<file path="config.mk">
export PLATFORM = sky130hd
export DESIGN_NAME = control_fsm
export DESIGN_NICKNAME = d
export VERILOG_FILES = /design/src/rtl/cpu19_pkg.sv /design/src/rtl/ctrl_decode.sv /design/src/rtl/control_fsm.sv
export SDC_FILE = /design/constraint.sdc
export NUM_CORES = 1
export LEC_CHECK = 0
export CORE_MARGIN = 4
export CORE_UTILIZATION = 44
export CTS_BUF_LIST = sky130_fd_sc_hd__clkbuf_8 sky130_fd_sc_hd__clkbuf_16
export CTS_CLUSTER_DIAMETER = 40
export DETAILED_ROUTE_END_ITERATION = 8
export PLACE_DENSITY = 0.84
export SLEW_MARGIN = 5
export SYNTH_ARGS = -nofsm -noshare
export SYNTH_HDL_FRONTEND = slang
export SYNTH_SLANG_ARGS = --single-unit
</file>
<file path="constraint.sdc">
create_clock -name clk -period 5.1 [get_ports clk]
set_clock_uncertainty 0.2 [all_clocks]
set_input_delay 1.02 -clock clk [delete_from_list [all_inputs] [get_ports clk]]
set_output_delay 1.02 -clock clk [all_outputs]
set_load 0.05 [all_outputs]
</file>
<file path="src/rtl/cpu19_pkg.sv">
// Shared definitions for the 19-bit CPU control path: opcodes, FSM states,
// instruction classes, flag bit positions and instruction field positions.
package cpu19_pkg;

   // Instruction field positions
   localparam int OPC_MSB   = 18;
   localparam int OPC_LSB   = 14;
   localparam int RD_MSB    = 13;
   localparam int RD_LSB    = 10;
   localparam int RS1_MSB   = 9;
   localparam int RS1_LSB   = 6;
   localparam int RS2_MSB   = 5;
   localparam int RS2_LSB   = 2;
   localparam int ADDR_MSB  = 9;
   localparam int SHORT_MSB = 5;

   // Flag bit indices
   localparam int FLAG_Z = 0;
   localparam int FLAG_C = 1;
   localparam int FLAG_N = 2;
   localparam int FLAG_V = 3;

   // Opcodes
   localparam logic [4:0] OP_ADD = 5'b00000;
   localparam logic [4:0] OP_SUB = 5'b00001;
   localparam logic [4:0] OP_MUL = 5'b00010;
   localparam logic [4:0] OP_DIV = 5'b00011;
   localparam logic [4:0] OP_INC = 5'b00100;
   localparam logic [4:0] OP_DEC = 5'b00101;
   localparam logic [4:0] OP_AND = 5'b00110;
   localparam logic [4:0] OP_OR  = 5'b00111;
   localparam logic [4:0] OP_XOR = 5'b01000;
   localparam logic [4:0] OP_NOT = 5'b01001;
   localparam logic [4:0] OP_JMP = 5'b01010;
   localparam logic [4:0] OP_BEQ = 5'b01011;
   localparam logic [4:0] OP_BNE = 5'b01100;
   localparam logic [4:0] OP_LD  = 5'b01111;
   localparam logic [4:0] OP_ST  = 5'b10000;
   localparam logic [4:0] OP_CMP = 5'b10001;
   localparam logic [4:0] OP_HLT = 5'b11111;

   typedef enum logic [2:0] {
      ST_FETCH = 3'd0,
      ST_EXEC  = 3'd1,
      ST_MEM   = 3'd2,
      ST_WB    = 3'd3,
      ST_HALT  = 3'd4
   } state_t;

   typedef enum logic [2:0] {
      CL_ALU = 3'd0,
      CL_CMP = 3'd1,
      CL_JMP = 3'd2,
      CL_BR  = 3'd3,
      CL_LD  = 3'd4,
      CL_ST  = 3'd5,
      CL_HLT = 3'd6,
      CL_ILL = 3'd7
   } opclass_t;

endpackage

</file>
<file path="src/rtl/ctrl_decode.sv">
// Opcode classifier: groups each opcode into the instruction class that
// decides which FSM path it takes.
module ctrl_decode
   import cpu19_pkg::*;
(
   input  logic [4:0] opcode,
   output opclass_t   opclass
);

   // Pure lookup from opcode to class; anything unlisted is illegal
   always_comb begin
      opclass = CL_ILL;
      case (opcode)
         OP_ADD, OP_SUB, OP_MUL, OP_DIV, OP_INC,
         OP_DEC, OP_AND, OP_OR, OP_XOR, OP_NOT: opclass = CL_ALU;
         OP_CMP:                                 opclass = CL_CMP;
         OP_JMP:                                 opclass = CL_JMP;
         OP_BEQ, OP_BNE:                         opclass = CL_BR;
         OP_LD:                                  opclass = CL_LD;
         OP_ST:                                  opclass = CL_ST;
         OP_HLT:                                 opclass = CL_HLT;
         default:                                opclass = CL_ILL;
      endcase
   end

endmodule

</file>
<file path="src/rtl/control_fsm.sv">
// Multi-cycle control unit for the 19-bit CPU. Sequences each instruction
// through FETCH/EXEC/MEM/WB, holds the instruction and flag registers, and
// drives all datapath selects and enables from the state and latched IR.
module control_fsm
   import cpu19_pkg::*;
#(
   parameter int INSTR_W = 19,
   parameter int OPC_W   = 5,
   parameter int ALU_W   = 5,
   parameter int FLAG_W  = 4
)(
   input  logic              clk,
   input  logic              rst,
   input  logic [INSTR_W-1:0] instr,
   input  logic [FLAG_W-1:0]  Flag,
   output logic              pc_en,
   output logic              PCSrc,
   output logic              JMP,
   output logic              RegC,
   output logic              SBSC,
   output logic              RegWE,
   output logic [ALU_W-1:0]  ALUctrl,
   output logic              CWE,
   output logic              MemWE,
   output logic              DC,
   output logic              DLDM,
   output logic              halted,
   output logic              illegal,
   output logic [FLAG_W-1:0] flags_q
);

   state_t              state;
   logic [INSTR_W-1:0]  ir_q;
   logic [OPC_W-1:0]    opc;
   opclass_t            opclass;

   // Operand fields are consumed by the datapath directly from instr; only
   // the opcode of the latched IR matters here.
   logic                unused_ir;

   assign opc       = ir_q[OPC_MSB:OPC_LSB];
   assign unused_ir = ^ir_q[OPC_LSB-1:0];

   ctrl_decode u_decode (
      .opcode  (opc),
      .opclass (opclass)
   );

   // State sequencing plus IR, flag and halt registers
   always_ff @(posedge clk) begin
      if (!rst) begin
         state   <= ST_FETCH;
         ir_q    <= '0;
         flags_q <= '0;
         halted  <= 1'b0;
      end else begin
         case (state)
            ST_FETCH: begin
               ir_q <= instr;
               // HLT is caught on the live instruction so it never reaches EXEC
               if (instr[OPC_MSB:OPC_LSB] == OP_HLT) begin
                  state  <= ST_HALT;
                  halted <= 1'b1;
               end else begin
                  state <= ST_EXEC;
               end
            end
            ST_EXEC: begin
               if (opclass == CL_ALU || opclass == CL_CMP)
                  flags_q <= Flag;
               case (opclass)
                  CL_ALU:        state <= ST_WB;
                  CL_LD, CL_ST:  state <= ST_MEM;
                  default:       state <= ST_FETCH;
               endcase
            end
            ST_MEM: begin
               state <= (opclass == CL_LD) ? ST_WB : ST_FETCH;
            end
            ST_WB: begin
               state <= ST_FETCH;
            end
            ST_HALT: begin
               state <= ST_HALT;
            end
            default: begin
               state <= ST_FETCH;
            end
         endcase
      end
   end

   // Control outputs decoded from state and latched opcode class
   always_comb begin
      pc_en   = 1'b0;
      PCSrc   = 1'b0;
      JMP     = 1'b0;
      RegC    = 1'b0;
      SBSC    = 1'b0;
      RegWE   = 1'b0;
      ALUctrl = '0;
      CWE     = 1'b0;
      MemWE   = 1'b0;
      DC      = 1'b0;
      DLDM    = 1'b0;
      illegal = 1'b0;
      case (state)
         ST_EXEC: begin
            case (opclass)
               CL_ALU: begin
                  ALUctrl = ALU_W'(opc);
               end
               CL_CMP: begin
                  ALUctrl = ALU_W'(OP_SUB);
                  pc_en   = 1'b1;
               end
               CL_JMP: begin
                  PCSrc = 1'b1;
                  JMP   = 1'b1;
                  pc_en = 1'b1;
               end
               CL_BR: begin
                  // Branches test the flags latched by the last ALU op/CMP
                  PCSrc = (opc == OP_BEQ) ? flags_q[FLAG_Z] : !flags_q[FLAG_Z];
                  pc_en = 1'b1;
               end
               CL_ST: begin
                  SBSC = 1'b1;
               end
               CL_ILL: begin
                  illegal = 1'b1;
                  pc_en   = 1'b1;
               end
               default: begin
               end
            endcase
         end
         ST_MEM: begin
            if (opclass == CL_ST) begin
               SBSC  = 1'b1;
               MemWE = 1'b1;
               pc_en = 1'b1;
            end
         end
         ST_WB: begin
            RegWE = 1'b1;
            pc_en = 1'b1;
            if (opclass == CL_LD)
               DLDM = 1'b1;
            else
               ALUctrl = ALU_W'(opc);
         end
         default: begin
         end
      endcase
   end

endmodule

</file>
==> reports/results.tsv, run 1 <==
metric	value	unit
average cell area after synthesis	8.22	µm²
Slew Viols, Final	0	
initial core utilization	0.464	
vias	983	
Final Hold Viols	0	
EDFF count, synth	0	
Hold Slack	0.275	ns
launch point of the worst path	state[1]	
Max-cap violations	0	
Die X	56.3	µm
sequential share of the synthesized area	0.312	
Worst R2R End	u_decode.opclass[0]	
period utilization	0.723	
Distinct cells, synth	39	
DPL Wire Length	1.87	mm
Area contributors post-synth	dfxtp_1 (31%), mux2i_1 (7.8%), nand2_1 (5.1%)	
clk sink count	16	
maximum VDD drop	275	µV
CTS root buffer	clkbuf_8	
Mapped Area	1030	µm²
total gr overflow	0	
share of layout cells above drive strength 1	0.0748	
CTS Buf Count	3	
TritonCTS clock tree	built	
final worst path period need	3.69	ns
DR pass1 iterations	4	
worst path required time	3.88	ns
IO Port Bufs	28	
worst slew pin tran	0.625	ns
CP Max Fanout	10	
Post-CTS Hold Buffers	0	
H-tree levels	1	
Yosys top cell area share	0.312	
Post-CTS Resized	0	
First DRT Iteration DRCs	25	
setup TNS	0	ns
ys async rst share	0	
Inserted Diodes	0	
row cnt	17	
critical path type	flip-flop to output pin	
count leader, synth	dfxtp_1	
r2r setup slk	3.23	ns
Synth area leader	dfxtp_1	
nets	173	
final setup fails	0	
clk slew on worst S/H paths	0.07	ns
Top FF cell, synth	dfxtp_1	
CP arrival	2.47	ns
vias in the first global route	893	
Slew headroom	0.582	
Die Area	3170	µm²
Leakage	0.473	nW
via-per-instance ratio	5.62	
power per standard cell area	353	nW/µm²
Core ar.	2210	µm²
Worst Hold Class	flip-flop to flip-flop	
# fillers	191	
CTS Buffer Depth	2	
Routability Congestion	0.858	
drt wl/cell	14.1	µm
crit path capture	ALUctrl[0]	
DRC viols	0	
Fmax achieved	271	MHz
Die H	56.3	µm
outcome	completed	
largest net degree at the start of global routing	22	
Layout area overhead	28.4	%
I/O Pins	46	
crit path launch type	flip-flop	
synth cell count leaders	dfxtp_1 (16), nand2_1 (14), nor2_1 (12), mux2i_1 (8)	
RR Startpoint	state[1]	
RSZ-0062 raised after global routing	no	
Yosys warnings	0	
clk_lat worst skew	0.25	ns
Mapped Cells	125	
Post-CTS Setup Inserts	0	
ANT nets after route	0	
CP endpoint kind	output pin	
Routed WL	2.46	mm
#FFs+latches synth	16	
worst-case reg-to-reg path depth	4	
global-route wire length before repair	4.04	mm
gr usage total	0.157	
antenna violations before repair	0	
==> per-layer routing <==
| layer | vias up | wire [µm] | GRT usage |
|---|---|---|---|
| met5 | - | 0 | 0 |
| met3 | 4 | 183 | 0.0391 |
| met2 | 49 | 1170 | 0.245 |
| li1 | 478 | - | - |
| met1 | 452 | 1080 | 0.209 |
| met4 | 0 | 27 | 0.0508 |
==> per-stage QoR <==
stage,util,setup slack [ns],instances,area [µm²],power [mW]
after global routing,0.596,1.20,175,1320,0.490
after global placement,0.571,1.71,171,1260,0.351
after floorplan,-,0.930,127,1030,0.318
after CTS,0.596,1.42,175,1320,0.467
final,0.596,1.41,175,1320,0.466
after detailed placement,0.571,1.70,171,1260,0.355
==> report_power, final <==
part	total (mW)	internal, mW	switching, mW
Combinational	0.179	0.0725	0.107
Sequential	0.175	0.142	0.0326
Clock	0.112	0.0684	0.0438
Total	0.466	0.283	0.183
==> final cells by class <==
type                            count  area, µm²  area share
Clock buffer                        4       55.1      0.0417
Inverter                            5       18.8      0.0142
Multi-Input combinational cell     94        609       0.462
Sequential cell                    16        320       0.243
Tap cell                           28       35.0      0.0266
Timing Repair Buffer               28        280       0.213
==> worst max-delay path, cell delays in order, from the launching register on <==
cell and delay, ns:
dfxtp_1 0.62, nor2_1 0.10, a211oi_1 0.47, a22o_1 0.23, clkdlybuf4s50_1 0.80
==> cells by family after synthesis <==
group / count (synthesis) / share of synthesized area
other: 1 / 0.00365
adders and majority gates: 1 / 0.00974
buffers and inverters: 17 / 0.102
muxes: 8 / 0.0780
DFF: 16 / 0.312
and+or+nand+nor: 57 / 0.329
AOI/OAI and AO/OA: 23 / 0.149
xor gates and xnor gates: 2 / 0.0171
==> how the worst min path moves through the flow <==
stage | start | endpoint | slack, ns | depth (start not counted)
2_1_floorplan | ir_q[14] | ir_q[14] | 0.30 | 2
3_3_place_gp | halted | halted | 0.25 | 1
3_5_place_dp | halted | halted | 0.27 | 1
4_1_cts | halted | halted | 0.28 | 1
5_1_grt | halted | halted | 0.31 | 1
6_report | halted | halted | 0.27 | 1
==> state kept, by name, summed over array words and instances (netlist names) <==
name	flops
ir_q	5
flags_q	4
state	3
u_decode.opclass	3
halted	1
==> cells in the final DEF, fill, tap and decap left out, types with 3 or more instances in the layout <==
cell type        instances
o21ai_0                  3
clkbuf_8                 4
a21oi_1                  5
and2_1                   4
nor2_1                  12
o22ai_1                  3
inv_1                    5
clkdlybuf4s50_1         28
dfxtp_1                 16
nor2b_1                  4
conb_1                   3
nand2_1                 14
nor4b_1                  3
mux2i_1                  8
nand4_1                  5
Note: power is estimated with default switching activity, not from simulation.
==> run 2: changes to the inputs <==
--- a/config.mk
+++ b/config.mk
@@ -6,11 +6,11 @@
 export NUM_CORES = 1
 export LEC_CHECK = 0
 export CORE_MARGIN = 4
-export CORE_UTILIZATION = 44
+export CORE_UTILIZATION = 41
 export CTS_BUF_LIST = sky130_fd_sc_hd__clkbuf_8 sky130_fd_sc_hd__clkbuf_16
 export CTS_CLUSTER_DIAMETER = 40
 export DETAILED_ROUTE_END_ITERATION = 8
-export PLACE_DENSITY = 0.84
+export PLACE_DENSITY = 0.79
 export SLEW_MARGIN = 5
 export SYNTH_ARGS = -nofsm -noshare
 export SYNTH_HDL_FRONTEND = slang
==> constraint.sdc (replaced) <==
create_clock -name clk -period 3.6 [get_ports clk]
set_clock_uncertainty 0.2 [all_clocks]
set_input_delay 0.72 -clock clk [delete_from_list [all_inputs] [get_ports clk]]
set_output_delay 0.72 -clock clk [all_outputs]
set_load 0.05 [all_outputs]
==> run 2 against run 1 <==
Effect of this change: sequential power up 42%; utilization down 1.7 points; highest routed layer unchanged; critical path type unchanged; clock power increased by 43%; cell area rose by 0.85%.
==> reports/results.tsv, run 2 (synthesis results as in run 1) <==
metric	value	unit
Worst path max stage delay	0.80	ns
worst slew pin tran	0.660	ns
RSZ-0062 raised after global routing	no	
Setup WS post-layout	0.323	ns
Post-CTS Hold Buffers	0	
Hold Slack	0.273	ns
gr usage total	0.155	
max reg flops	5	
vias	994	
Final Hold Viols	0	
most common cell after layout, fill and taps aside	clkdlybuf4s50_1	
# fillers	219	
setup TNS	0	ns
drt wl/cell	14.6	µm
crit path cell chain	nor2_1, a211oi_2, a22o_1, clkdlybuf4s50_1	
Post-CTS Setup Inserts	0	
crit path launch type	flip-flop	
Core ar.	2300	µm²
Biggest register	ir_q	
Leakage	0.474	nW
Slew headroom	0.559	
IO Port Bufs	28	
Inserted Diodes	0	
Max-cap violations	0	
global-route wire length before repair	4.10	mm
Die H	58.1	µm
largest net degree at the start of global routing	22	
Post-CTS Resized	0	
Die X	58.1	µm
vias in the first global route	901	
period utilization	0.910	
Routed WL	2.55	mm
CTS root buffer	clkbuf_8	
via-per-instance ratio	5.68	
H-tree levels	1	
maximum VDD drop	301	µV
clk slew on worst S/H paths	0.07	ns
DR pass1 iterations	4	
Layout area overhead	29.5	%
CP Max Fanout	10	
biggest regs	ir_q: 5 flops, flags_q: 4 flops	
CP endpoint kind	output pin	
met3 Use GR	0.0267	
critical path type	flip-flop to output pin	
CTS Buf Count	3	
slowest CP cell	clkdlybuf4s50_1	
Fmax achieved	305	MHz
share of layout cells above drive strength 1	0.0884	
Routability Congestion	0.850	
Most Used Layer, Global Route	met2	
antenna violations before repair	0	
final setup fails	0	
worst path required time	2.68	ns
Final Util	0.579	
outcome	completed	
most frequent cells in the layout	clkdlybuf4s50_1 (28), dfxtp_1 (16), nand2_1 (14)	
GR met2 Demand/Resource	0.260	
initial core utilization	0.447	
Worst Hold Class	flip-flop to flip-flop	
DPL Wire Length	1.82	mm
met1 Use GR	0.195	
First DRT Iteration DRCs	21	
power per standard cell area	503	nW/µm²
final worst path period need	3.28	ns
clk_lat worst skew	0.24	ns
row cnt	17	
total gr overflow	0	
Die Area	3370	µm²
pre-CTS setup slack	0.423	ns
Slew Viols, Final	0	
nets	173	
I/O Pins	46	
CP arrival	2.36	ns
DRC viols	0	
CTS Buffer Depth	2	
ANT nets after route	0	
TritonCTS clock tree	built	
clk sink count	16	
-- run 2: cell counts in the layout (fill, tap and decap cells not counted) --
No cell type changed its count.
-- run 2: path summary, 6_finish.rpt --
kind | start | to | slack [ns] | cells past startpoint
worst min register to register | halted | halted | 0.27 | 1
worst min-delay path | halted | halted | 0.27 | 1
worst max register to register | state[1] | u_decode.opclass[2] | 1.65 | 4
worst max-delay path | state[1] | ALUctrl[0] | 0.32 | 4
-- run 2: stage by stage --
step | power, mW | instances | instance area (µm²)
5_1_grt | 0.703 | 175 | 1330
3_5_place_dp | 0.508 | 171 | 1270
6_report | 0.669 | 175 | 1330
2_1_floorplan | 0.451 | 127 | 1040
4_1_cts | 0.668 | 175 | 1330
3_3_place_gp | 0.499 | 171 | 1270
-- run 2: where the power goes --
part           leakage [nW]  internal (mW)  switching, mW  total [mW]
sequential            0.132          0.201         0.0474       0.249
clock                0.0288         0.0969         0.0629       0.160
combinational         0.314          0.104          0.157       0.261
total                 0.474          0.402          0.267       0.669
-- run 2: final cells by class --
cell class                      instances  area [µm²]  share of cell area
Clock buffer                            4        55.1              0.0414
Inverter                                5        18.8              0.0141
Multi-Input combinational cell         94         621               0.467
Sequential cell                        16         320               0.241
Tap cell                               28        35.0              0.0263
Timing Repair Buffer                   28         280               0.211
-- run 2: critical path: cells and delay by family (launching register included) --
family	cells	cell delay (ns)
buffers and inverters	1	0.80
and+or+nand+nor	1	0.13
DFF	1	0.62
AOI/OAI and AO/OA	2	0.55
-- run 2: routing by layer --
| metal | share of wire | wire [µm] |
|---|---|---|
| met1 | 0.43 | 1100 |
| met2 | 0.51 | 1290 |
| met3 | 0.051 | 131 |
| met4 | 0.011 | 27 |
| met5 | 0 | 0 |
